`src/rtl/hemaia_clk_div_sequencer.sv`:
```
// Serialised divisor-reconfiguration sequencer: quiesce a domain, load its new divisor, settle, release.
// Optional quiesce-ack timeout is compiled in with HEMAIA_CLK_SEQ_TIMEOUT_EN.
module hemaia_clk_div_sequencer #(
    parameter int unsigned NumDomains       = 4,
    parameter int unsigned MaxDivisionWidth = 4,
    parameter int unsigned DefaultDivision  = 1,
    parameter int unsigned SettleCycles     = 32,
    parameter int unsigned TimeoutCycles    = 1024,
    localparam int unsigned DW = (NumDomains > 1) ? $clog2(NumDomains) : 1
) (
    input  logic                                   clk_i,
    input  logic                                   rst_i,
    input  logic                                   req_valid_i,
    output logic                                   req_ready_o,
    input  logic [DW-1:0]                          req_domain_i,
    input  logic [MaxDivisionWidth-1:0]            req_divisor_i,
    output logic                                   done_o,
    output logic                                   done_err_o,
    output logic                                   busy_o,
    output logic [NumDomains-1:0]                  hold_o,
    input  logic [NumDomains-1:0]                  hold_ack_i,
    output logic [NumDomains*MaxDivisionWidth-1:0] divisor_o,
    output logic [NumDomains-1:0]                  divisor_valid_o
);

    localparam int unsigned W  = MaxDivisionWidth;
    localparam int unsigned CW = $clog2(SettleCycles + 1);

    typedef enum logic [2:0] {IDLE, HOLD, APPLY, SETTLE, RELEASE} state_e;

    state_e                     state_q, state_d;
    logic [DW-1:0]              dom_q, dom_d;
    logic [W-1:0]               div_q, div_d;
    logic                       err_q, err_d;
    logic [CW-1:0]              cnt_q, cnt_d;
    logic [NumDomains*W-1:0]    divs_q, divs_d;
    logic [NumDomains-1:0]      dv_q, dv_d;

    logic [W-1:0]               div_arr [NumDomains];
    logic [NumDomains-1:0]      dom_onehot;
    logic [W-1:0]               cur_div;
    logic                       hold_active;
    logic                       ack_sel;
    logic                       req_in_range;

    // The settle window must cover two periods of the slowest divided clock.
    if (SettleCycles < 2 * (2 ** MaxDivisionWidth) || TimeoutCycles == 0) begin : g_param_check
        $error("hemaia_clk_div_sequencer: SettleCycles too small or TimeoutCycles zero");
    end

    genvar gi;
    generate
        for (gi = 0; gi < NumDomains; gi++) begin : g_dom
            assign div_arr[gi]    = divs_q[gi*W +: W];
            assign dom_onehot[gi] = (dom_q == DW'(gi));
        end
    endgenerate

    assign hold_active  = (state_q == HOLD) || (state_q == APPLY) || (state_q == SETTLE);
    assign hold_o       = hold_active ? dom_onehot : '0;
    assign ack_sel      = |(hold_ack_i & dom_onehot);
    assign req_in_range = (32'(req_domain_i) < NumDomains);

    always_comb begin
        cur_div = '0;
        for (int i = 0; i < int'(NumDomains); i++) begin
            if (req_domain_i == DW'(i)) cur_div = div_arr[i];
        end
    end

`ifdef HEMAIA_CLK_SEQ_TIMEOUT_EN
    localparam int unsigned TOW = $clog2(TimeoutCycles + 1);
    logic [TOW-1:0] to_cnt_q, to_cnt_d;
`endif

    always_comb begin
        state_d = state_q;
        dom_d   = dom_q;
        div_d   = div_q;
        err_d   = err_q;
        cnt_d   = cnt_q;
        divs_d  = divs_q;
        dv_d    = '0;
`ifdef HEMAIA_CLK_SEQ_TIMEOUT_EN
        to_cnt_d = to_cnt_q;
`endif
        case (state_q)
            IDLE: begin
                if (req_valid_i) begin
                    dom_d = req_domain_i;
                    div_d = req_divisor_i;
                    err_d = 1'b0;
                    cnt_d = '0;
`ifdef HEMAIA_CLK_SEQ_TIMEOUT_EN
                    to_cnt_d = '0;
`endif
                    // Out-of-range targets and no-op changes skip straight to completion.
                    if (!req_in_range) begin
                        err_d   = 1'b1;
                        state_d = RELEASE;
                    end else if (req_divisor_i == cur_div) begin
                        state_d = RELEASE;
                    end else begin
                        state_d = HOLD;
                    end
                end
            end
            HOLD: begin
                if (ack_sel) begin
                    state_d = APPLY;
`ifdef HEMAIA_CLK_SEQ_TIMEOUT_EN
                end else if (to_cnt_q == TOW'(TimeoutCycles - 1)) begin
                    err_d   = 1'b1;
                    state_d = RELEASE;
                end else begin
                    to_cnt_d = to_cnt_q + 1'b1;
`endif
                end
            end
            APPLY: begin
                for (int i = 0; i < int'(NumDomains); i++) begin
                    if (dom_onehot[i]) divs_d[i*W +: W] = div_q;
                end
                dv_d    = dom_onehot;
                cnt_d   = '0;
                state_d = SETTLE;
            end
            SETTLE: begin
                if (cnt_q == CW'(SettleCycles - 1)) begin
                    state_d = RELEASE;
                end else begin
                    cnt_d = cnt_q + 1'b1;
                end
            end
            RELEASE: state_d = IDLE;
            default: state_d = IDLE;
        endcase
    end

    always_ff @(posedge clk_i) begin
        if (rst_i) begin
            state_q <= IDLE;
            dom_q   <= '0;
            div_q   <= '0;
            err_q   <= 1'b0;
            cnt_q   <= '0;
            divs_q  <= {NumDomains{W'(DefaultDivision)}};
            dv_q    <= '0;
        end else begin
            state_q <= state_d;
            dom_q   <= dom_d;
            div_q   <= div_d;
            err_q   <= err_d;
            cnt_q   <= cnt_d;
            divs_q  <= divs_d;
            dv_q    <= dv_d;
        end
    end

`ifdef HEMAIA_CLK_SEQ_TIMEOUT_EN
    always_ff @(posedge clk_i) begin
        if (rst_i) to_cnt_q <= '0;
        else       to_cnt_q <= to_cnt_d;
    end
`endif

    assign req_ready_o     = (state_q == IDLE);
    assign busy_o          = (state_q != IDLE);
    assign done_o          = (state_q == RELEASE);
    assign done_err_o      = (state_q == RELEASE) && err_q;
    assign divisor_o       = divs_q;
    assign divisor_valid_o = dv_q;

endmodule

```
`config.mk`:
```
export PLATFORM = sky130hd
export DESIGN_NAME = hemaia_clk_div_sequencer
export DESIGN_NICKNAME = d
export VERILOG_FILES = /design/src/rtl/hemaia_clk_div_sequencer.sv
export SDC_FILE = /design/constraint.sdc
export NUM_CORES = 1
export LEC_CHECK = 0
export ABC_AREA = 1
export CAP_MARGIN = 15
export CORE_MARGIN = 5
export CORE_UTILIZATION = 48
export DETAILED_ROUTE_END_ITERATION = 8
export PLACE_DENSITY_LB_ADDON = 0.3
export SETUP_SLACK_MARGIN = 0.3
export SLEW_MARGIN = 10
export SYNTH_ARGS = -nofsm -noshare
export SYNTH_HDL_FRONTEND = slang
export SYNTH_SLANG_ARGS = --single-unit
export TNS_END_PERCENT = 5
```
`constraint.sdc`:
```
create_clock -name clk_i -period 2 [get_ports clk_i]
set_input_delay 0.4 -clock clk_i [delete_from_list [all_inputs] [get_ports clk_i]]
set_output_delay 0.4 -clock clk_i [all_outputs]
set_load 0.05 [all_outputs]
```
==> results of run 1 <==
-- routing by layer --
layer  vias up  track usage  routed length, um
met4         0       0.0633                 29
met5         -            0                  0
met2        51        0.299               1950
li1        860            -                  -
met1       732        0.233               1780
met3         4       0.0502                291
-- metrics by stage --
step	hold WS, ns	cell area (um^2)	total power, W
global route	0.484	2350	0.00305
floorplan	0.448	1670	0.00178
finish	0.458	2350	0.00290
global placement	0.466	2150	0.00221
detailed placement	0.469	2150	0.00222
CTS	0.487	2250	0.00284
-- power by group through the flow --
stage               clock network, W  registers [W]  logic (W)
floorplan                          0        0.00107   0.000710
global placement                   0       0.000902    0.00130
detailed placement                 0       0.000902    0.00132
CTS                         0.000637       0.000887    0.00131
global route                0.000665       0.000908    0.00148
finish                      0.000624       0.000894    0.00138
-- final cells by class --
class | count | area [um^2] | share of cell area
multi-input combinational | 167 | 852 | 0.363
sequential | 35 | 709 | 0.302
timing repair buffer | 42 | 505 | 0.215
inverter | 32 | 120 | 0.0512
clock inverter | 2 | 60.1 | 0.0256
tap | 46 | 57.6 | 0.0245
clock buffer | 6 | 41.3 | 0.0176
-- worst reg2reg max path: stages, from the launching register on --
cell	delay, ns
dfxtp_2	0.37
ha_1	0.16
nand2_1	0.08
nor2_2	0.10
nand2_1	0.08
nor2_2	0.13
inv_2	0.06
o21ai_4	0.19
nor2_1	0.08
nand2_1	0.11
nor3_2	0.06
nor3_2	0.13
-- flip-flops by register name, summed over array words and instances (netlist names) --
register and cells:
divisor_o 16, cnt_q 6, div_q 4, divisor_valid_o 4
state_q 3, dom_q 2
-- layout by cell type, fill, tap and decap left out, drive strengths merged, types with 2 or more instances in the layout --
master	n
a211oi	2
a21oi	23
buf	10
bufinv	2
clkbuf	7
clkdlybuf4s50	10
dfxtp	35
dlymetal6s2s	21
inv	32
nand2	56
nand3	12
nor2	35
nor3	2
o211ai	3
o21ai	27
-- worst paths after layout --
check,depth (start not counted),startpoint,to
setup reg to reg,11,cnt_q[0]$_SDFFE_PP0P_,cnt_q[5]$_SDFFE_PP0P_
setup / recovery,5,state_q[0]$_SDFFE_PP0P_,busy_o
hold / removal,1,cnt_q[0]$_SDFFE_PP0P_,cnt_q[0]$_SDFFE_PP0P_
hold reg to reg,1,cnt_q[0]$_SDFFE_PP0P_,cnt_q[0]$_SDFFE_PP0P_
-- cells by family after synthesis --
| family | Yosys count | share of synthesized area |
|---|---|---|
| fa+ha+maj | 1 | 0.00751 |
| simple gates | 108 | 0.289 |
| compound gates | 57 | 0.189 |
| other cells | 1 | 0.00225 |
| buf+inv | 37 | 0.0917 |
| flops | 35 | 0.421 |
-- timing repair --
action / CTS / global route
cloned: 0 / 0
pin swaps: 0 / 2
gates resized for setup: 1 / 40
endpoints found under the setup margin: 25 / 32
==> impl_results.md, run 1 <==
- Relative slew margins: 0.657
- Pin slew with the least headroom to its limit: 0.514 ns
- Tcrit/Tclk final: 0.846
- # rows: 21
- Layout area overhead: 40.9%
- Place WS: -0.0248 ns
- TritonCTS clock tree: built
- Core footprint: 3340 um^2
- Initial antenna violation count: 0
- CP bufs+invs: 3
- Switch Pwr: 0.00124 W
- CTS clk-pin slew, worst paths: 0.11 ns
- Avg Inst Size Synth: 6.97 um^2
- Vias in the first global route: 1444
- Max Fclk: 591 MHz
- Internal power: 0.00166 W
- Min Tclk post-route: about 1.7 ns
- 1st-iter DRT viols: 96
- WL/cell: ~12 um
- GRT Util Overall: 0.184
- Hold Path Class: reg -> reg
- Sequential share of the synthesized area: 0.421
- Num CTS Buffers: 5
- Routability Congestion: 0.801
- Critical Path End Type: primary output
- Pin count of the biggest net entering global routing: 21
- Die Wd: 68.9 um
- Initial Util: 0.499
- First-pass GRT wire length: 6380 um
- Final net count: 297
- Largest cells by area after synthesis: dfxtp_1 (42%), nand2_1 (12%), a21oi_1 (6.9%)
- Post-synth ARST share: 0
- Final setup vio count: 0
- Setup Fix Bufs, Post-CTS: 0
- MaxCap Viol Count: 0
- Yosys top cell by area: dfxtp_1
- Post-synth top cells: nand2_1 (52), dfxtp_1 (35), nor2_1 (25)
- Worst VDD drop: roughly 0.00084 V
- Count of different cell masters after synthesis: 26
- Cell family with most CP delay: flip-flops
- Later-pin clock latency in the skew report: ~0.34 ns
- Top-area cell type share of the netlist area: 0.421
- Outcome: finished, final reports clean
- Crit path kind: reg -> out
- PD cells: 1230 nW/um^2
- Crit path cell chain: inv_2 -> nand2_4 -> nor2_4 -> inv_1 -> buf_12
- CP Launch Type: flop
- Post-placement cell count: 322
- Synthesized flop and latch total: 35
- Grt total ovfl: 0
- Detailed Route WL: 4050 um
- EDFF count, synth: 0
- Final Util: 0.703
- Final std cells w/o fill: 330
- Fin. Hold Viols: 0
- CP arrival: between 1 and 1.5 ns
- CTS sink count: 35
- Synth Flop Type: dfxtp_1
- Max H-tree Level: 2
- Critical path peak fanout: 6
- Mapped Area: 1670 um^2
- RSZ-0062 raised after global routing: yes
- Via count: 1647
- Fin Setup TNS: 0 ns
- R2R setup slack: 0.40 ns
- Clk buf depth: 2
- Worst path required time: 1.60 ns
- Hold_buf cts: 0
- Critical Path Max Stage Delay: roughly 0.38 ns
- Final WS setup: 0.307 ns
- DRT Pass-1 Iters: 5
- I/O pin count: 41
- Die height: between 60 and 70 um
- Most frequent cell after synthesis: nand2_1
- Clk pwr share: 0.216
- YS warnings: 0
- Fillers: 288
- Die ar.: 4750 um^2
- # diodes: 0
- Detailed placement HPWL: 2990 um
- Slowest cell on crit path: dfxtp_4
- Post-Route Skew: about 0.011 ns
- Antenna viol nets, final: 0
- Post-Synthesis Cells: 239
- Post-DR vias/cell: 4.99
- Net Sw Frac: 0.428
- Post-route DRC: 0
- PortBufs: 39
- Static Leak: 1.26 nW
- Comb pwr share: 0.476
- Syn nets: 253
- Layout cells sized above 1: 0.215
- Power share of the sequential group: 0.309
- CTS root buf: clkbuf_4
- Fin. max-slew vios: 0
(Power assumes the default switching activity.)
==> run 2: changes to the inputs <==
--- a/config.mk
+++ b/config.mk
@@ -8,7 +8,7 @@
 export ABC_AREA = 1
 export CAP_MARGIN = 15
 export CORE_MARGIN = 5
-export CORE_UTILIZATION = 48
+export CORE_UTILIZATION = 44
 export DETAILED_ROUTE_END_ITERATION = 8
 export PLACE_DENSITY_LB_ADDON = 0.3
 export SETUP_SLACK_MARGIN = 0.3
==> constraint.sdc (replaced) <==
create_clock -name clk_i -period 1.55 [get_ports clk_i]
set_input_delay 0.31 -clock clk_i [delete_from_list [all_inputs] [get_ports clk_i]]
set_output_delay 0.31 -clock clk_i [all_outputs]
set_load 0.05 [all_outputs]
==> impl_results.md, run 2 (synthesis gave the netlist of run 1 again) <==
- Outcome: finished, final reports clean
- Die ar.: 5120 um^2 (+7.7%)
- Final setup vio count: 0 (unchanged)
- Detailed placement HPWL: 3220 um (+7.9%)
- Static Leak: 1.16 nW (-7.6%)
- Crit path kind: reg -> reg
- R2R setup slack: 0.02 ns (-0.38 ns)
- MaxCap Viol Count: 0 (unchanged)
- Final instance area: 2810 um^2 (+20%)
- Max H-tree Level: 2 (unchanged)
- Max Fclk: roughly 650 MHz
- Fin Setup TNS: 0 ns (unchanged)
- Antenna viol nets, final: 0 (unchanged)
- Fin. Hold Viols: 0 (unchanged)
- Fillers: 261 (-9.4%)
- PortBufs: 39 (unchanged)
- Worst r2r dst: cnt_q[5]$_SDFFE_PP0P_
- Post-route DRC: 0 (unchanged)
- Final Util: 0.767 (+0.0639)
- CTS root buf: clkbuf_8
- Layout cells sized above 1: 0.473 (+0.258)
- Final std cells w/o fill: 344 (+4.2%)
- Fin. max-slew vios: 0 (unchanged)
- Min Tclk post-route: 1.53 ns
- Layout area overhead: 68.6%
- RSZ-0062 raised after global routing: yes
- DRT Pass-1 Iters: 4 (-1)
- Area of placed instances: 2410 um^2 (+12%)
- Largest register FFs: 16 (unchanged)
- Later-pin clock latency in the skew report: 0.29 ns (-0.05 ns)
- CTS clk-pin slew, worst paths: 0.07 ns (-0.04 ns)
- Num CTS Buffers: 5 (unchanged)
- Worst VDD drop: 0.000788 V (-6.6%)
- GRT Util Overall: 0.188 (+0.00458)
- Worst r2r src: state_q[0]$_SDFFE_PP0P_
- Grt total ovfl: 0 (unchanged)
- CP Launch Type: flop
- CP arrival: 1.71 ns (+0.42 ns)
- Most frequent cells in the layout: nand2_1 (40), buf_12 (24), dfxtp_1 (21)
- CTS sink count: 35 (unchanged)
- Hold Path Class: in -> reg
- Critical path peak fanout: 4 (-2)
- Clk buf depth: 2 (unchanged)
- WL/cell: 14.1 um (+15%)
- Worst setup path end: cnt_q[5]$_SDFFE_PP0P_
- Critical path startpoint: state_q[0]$_SDFFE_PP0P_
- Initial Util: 0.455 (-0.0442)
- TritonCTS clock tree: built
- Final net count: 310 (+4.4%)
- Vias in the first global route: 1688 (+17%)
- Worst R2R Path Depth: 12 (+1)
- Die Wd: 71.5 um (+3.8%)
- Post-placement cell count: 332 (+3.1%)
- Critical Path End Type: flop
- Worst path required time: 1.73 ns (+0.13 ns)
- Post-Route Skew: 0.00390 ns (-0.00709 ns)
- Routability Congestion: 0.826 (+3.0%)
- Via count: 1765 (+7.2%)
- Initial antenna violation count: 0 (unchanged)
- Most common cell after layout, fill and taps aside: nand2_1
- Pin count of the biggest net entering global routing: 22 (+4.8%)
- Detailed Route WL: 4860 um (+20%)
- Core footprint: 3660 um^2 (+9.7%)
- Tcrit/Tclk final: 0.988
- First-pass GRT wire length: 7630 um (+20%)
- Die height: 71.5 um (+3.8%)
- PD cells: 1560 nW/um^2 (+27%)
- I/O pin count: 41 (unchanged)
- # rows: 22 (+4.8%)
- # diodes: 0 (unchanged)
- 1st-iter DRT viols: 94 (-2.1%)
- Post-DR vias/cell: 5.13 (+2.8%)
-- run 2: cell types whose count changed in the layout (fill, tap and decap cells not counted), sizes merged --
cell          delta
buf             +33
bufinv           -2
clkbuf           +1
dlymetal6s2s    -21
clkinv           +1
-- run 2: timing repair --
action                                  4_1_cts  5_1_grt
gates resized for setup                      40       58
gates cloned                                  0        0
hold buffers                                  0        0
pin swaps                                    24       38
setup buffers                                 2        3
endpoints found under the hold margin         0        0
endpoints found under the setup margin       41       30
-- run 2: through the flow --
| stage | hold slack (ns) | total power, W | setup slack, ns |
|---|---|---|---|
| 6_report | 0.419 | 0.00439 | 0.0187 |
| 5_1_grt | 0.453 | 0.00461 | -0.0720 |
| 4_1_cts | 0.491 | 0.00410 | -0.0152 |
| 3_5_place_dp | 0.471 | 0.00318 | -0.413 |
| 3_3_place_gp | 0.469 | 0.00316 | -0.313 |
| 2_1_floorplan | 0.448 | 0.00231 | 0.0368 |
-- run 2: where the power goes --
group          leakage, nW  switching, W  internal (W)
sequential           0.288      0.000172       0.00106
combinational        0.828       0.00146       0.00103
clock               0.0470      0.000315      0.000348
-- run 2: how the worst min path moves through the flow --
stage	from	end	slack [ns]	cells after the start
floorplan	cnt_q[2]$_SDFFE_PP0P_	cnt_q[2]$_SDFFE_PP0P_	0.45	2
global placement	cnt_q[2]$_SDFFE_PP0P_	cnt_q[2]$_SDFFE_PP0P_	0.47	2
detailed placement	cnt_q[2]$_SDFFE_PP0P_	cnt_q[2]$_SDFFE_PP0P_	0.47	2
CTS	cnt_q[2]$_SDFFE_PP0P_	cnt_q[2]$_SDFFE_PP0P_	0.49	2
global route	req_domain_i[1]	dom_q[1]$_SDFFE_PP0P_	0.45	3
finish	req_domain_i[1]	dom_q[1]$_SDFFE_PP0P_	0.42	3
-- run 2: final cells by class --
class	count	area [um^2]	share of cell area
repair buffers	55	744	0.265
flip-flops and latches	35	723	0.258
clock inverters	1	5.00	0.00178
multi-input cells	167	1060	0.377
inverters	32	133	0.0472
well taps	48	60.1	0.0214
clock buffers	6	82.6	0.0294
-- run 2: worst max-delay path: stages, from the launching register on --
cell     delay, ns
dfxtp_4       0.38
inv_6         0.05
nand2_8       0.09
nor2_4        0.04
buf_4         0.15
nand2_1       0.08
nand2_1       0.08
inv_2         0.09
o21ai_4       0.08
nor2_2        0.12
nand2_2       0.08
nor3_2        0.13
nor3_2        0.06
-- run 2: layer usage --
metal / part of all wire / global-route usage / routed length, um / vias up
met1: 0.42 / 0.223 / 2020 / 826
li1: - / - / - / 886
met5: 0 / 0 / 0 / -
met4: 0.012 / 0.0814 / 57 / 0
met2: 0.53 / 0.314 / 2560 / 46
met3: 0.046 / 0.0575 / 223 / 7
==> run 3: changes to the inputs <==
--- a/config.mk
+++ b/config.mk
@@ -8,7 +8,9 @@
 export ABC_AREA = 1
 export CAP_MARGIN = 15
 export CORE_MARGIN = 5
-export CORE_UTILIZATION = 44
+export CORE_UTILIZATION = 46
+export CTS_BUF_LIST = sky130_fd_sc_hd__clkbuf_4
+export CTS_CLUSTER_DIAMETER = 40
 export DETAILED_ROUTE_END_ITERATION = 8
 export PLACE_DENSITY_LB_ADDON = 0.3
 export SETUP_SLACK_MARGIN = 0.3
==> impl_results.md, run 3 (synthesis gave the netlist of run 1 again) <==
- Via count: 1801 (+2.0%)
- R2R setup slack: 0.01 ns (about the same)
- Detailed placement HPWL: 3220 um (-0.18%)
- Fin. max-slew vios: 0 (unchanged)
- Detailed Route WL: 5000 um (+2.8%)
- Hold_buf cts: 0 (unchanged)
- Critical Path End Type: primary output
- Grt total ovfl: 0 (unchanged)
- Most frequent CP cell: inv_4
- Final WS setup: -0.0392 ns (-0.0580 ns)
- CTS clk-pin slew, worst paths: 0.11 ns (+0.04 ns)
- CP bufs+invs: 4 (+1)
- Initial antenna violation count: 0 (unchanged)
- Place WS: -0.437 ns (-0.0242 ns)
- Final net count: 314 (+1.3%)
- Die ar.: 4920 um^2 (-3.7%)
- TritonCTS clock tree: built
- Net Sw Frac: 0.452 (+0.00883)
- Initial Util: 0.488 (+0.0327)
- Num CTS Buffers: 5 (unchanged)
- First-pass GRT wire length: 8440 um (+11%)
- WL/cell: 14.4 um (+1.9%)
- Final setup vio count: 4 (+4)
- Layout cells sized above 1: 0.455 (-0.0178)
- CTS sink count: 35 (unchanged)
- Die Wd: 70.2 um (-1.9%)
- Internal power: 0.00228 W (-6.8%)
- Post-placement cell count: 329 (-0.90%)
- Die height: 70.2 um (-1.9%)
- Post-Route Skew: 0.0185 ns (+0.0146 ns)
- I/O pin count: 41 (unchanged)
- Failing checks: negative setup slack
- Post-route DRC: 0 (unchanged)
- Later-pin clock latency in the skew report: 0.35 ns (+0.06 ns)
- RSZ-0062 raised after global routing: yes
- MaxCap Viol Count: 0 (unchanged)
- Power share of the sequential group: 0.293 (+0.011)
- CP arrival: 1.28 ns (-0.43 ns)
- Worst VDD drop: 0.000903 V (+15%)
- GRT Util Overall: 0.212 (+0.0233)
- Pin count of the biggest net entering global routing: 22 (unchanged)
- Routability Congestion: 0.838 (+1.5%)
- Crit path cell chain: inv_4 -> nand2_4 -> nor2_4 -> buf_6 -> inv_4 -> buf_12
- 1st-iter DRT viols: 107 (+14%)
- Max Fclk: 629 MHz (-3.6%)
- Most frequent cells in the layout: nand2_1 (45), buf_12 (24), a21oi_1 (23)
- Critical path peak fanout: 3 (-1)
- Outcome: complete, but fails checks
- Final std cells w/o fill: 347 (+0.87%)
- Most common cell after layout, fill and taps aside: nand2_1
- Layout area overhead: 64.0%
- Switch Pwr: 0.00188 W (-3.5%)
- Cell family with most CP delay: flip-flops
- PortBufs: 39 (unchanged)
- Clk pwr share: 0.123 (-0.028)
- CTS root buf: clkbuf_4
- Crit path kind: reg -> out
- Core footprint: 3420 um^2 (-6.7%)
- Vias in the first global route: 1808 (+7.1%)
- CP Launch Type: flop
- Min Tclk post-route: 1.59 ns (+0.0580 ns)
- Fin. Hold Viols: 0 (unchanged)
- PD cells: 1520 nW/um^2 (-2.7%)
- Antenna viol nets, final: 0 (unchanged)
- Comb pwr share: 0.584 (+0.017)
- Clk buf depth: 2 (unchanged)
- Post-DR vias/cell: 5.19 (+1.2%)
- # rows: 21 (-4.5%)
- Hold Path Class: in -> reg
- Slowest cell on crit path: dfxtp_4
- Critical Path Max Stage Delay: 0.37 ns (about the same)
- Tcrit/Tclk final: 1.03 (+0.0374)
- Static Leak: 1.17 nW (+0.47%)
- Largest register FFs: 16 (unchanged)
- Worst path required time: 1.24 ns (-0.49 ns)
- DRT Pass-1 Iters: 5 (+1)
- Max H-tree Level: 2 (unchanged)
- Worst hold margin: 0.342 ns (-0.0776 ns)
- # diodes: 0 (unchanged)
-- run 3: cell types whose count changed in the layout (fill, tap and decap cells not counted), moves of 6 or more --
cell / change
clkbuf_4: +7
clkbuf_8: -6
dfxtp_1: -9
dfxtp_2: +10
-- run 3: final cells by class --
cell class                      count  area (um^2)
Clock buffer                        7         52.6
Multi-Input combinational cell    167          975
Clock inverter                      1         5.00
Inverter                           32          128
Sequential cell                    35          732
Tap cell                           46         57.6
Timing Repair Buffer               59          782
Fill cell                         214          684
-- run 3: worst reg2reg max path: cells and delay by family, from the launching register on --
kind                   cells  cell delay (ns)
AND/OR/NAND/NOR            5             0.34
AO/OA/AOI/OAI              2             0.32
flip-flops                 1             0.38
buffers and inverters      5             0.44
-- run 3: through the flow --
stage               power, W  instance area (um^2)   util  TNS (ns)
finish               0.00416                  2730  0.800   -0.0533
global placement     0.00315                  2400  0.702    -0.836
detailed placement   0.00318                  2400  0.702     -1.24
global route         0.00439                  2730  0.800    -0.763
CTS                  0.00403                  2670  0.781   -0.0151
floorplan            0.00231                  1680      -         0
-- run 3: worst paths after layout --
| path | start | end | cells past startpoint |
|---|---|---|---|
| worst max-delay path | state_q[0]$_SDFFE_PP0P_ | busy_o | 6 |
| worst min-delay path | req_domain_i[1] | dom_q[1]$_SDFFE_PP0P_ | 3 |
| worst max register to register | state_q[0]$_SDFFE_PP0P_ | cnt_q[2]$_SDFFE_PP0P_ | 12 |
| worst min register to register | dom_q[1]$_SDFFE_PP0P_ | dom_q[1]$_SDFFE_PP0P_ | 2 |
-- run 3: timing repair --
| item | in CTS | in global routing |
|---|---|---|
| setup buffers | 9 | 1 |
| pin swaps | 23 | 7 |
| endpoints found under the setup margin | 47 | 51 |
| gates resized for setup | 54 | 29 |
-- run 3: power by group through the flow --
stage / combinational [W] / sequential (W) / clock [W]
final: 0.00243 / 0.00122 / 0.000510
after global routing: 0.00259 / 0.00124 / 0.000562
after CTS: 0.00232 / 0.00120 / 0.000514
after detailed placement: 0.00198 / 0.00119 / 0
after global placement: 0.00196 / 0.00119 / 0
after floorplan: 0.000937 / 0.00138 / 0
-- run 3: per-layer routing --
layer  track usage  share of wire
met1         0.256           0.42
met2         0.356           0.49
met3        0.0617          0.058
met4        0.0745          0.026
met5             0              0
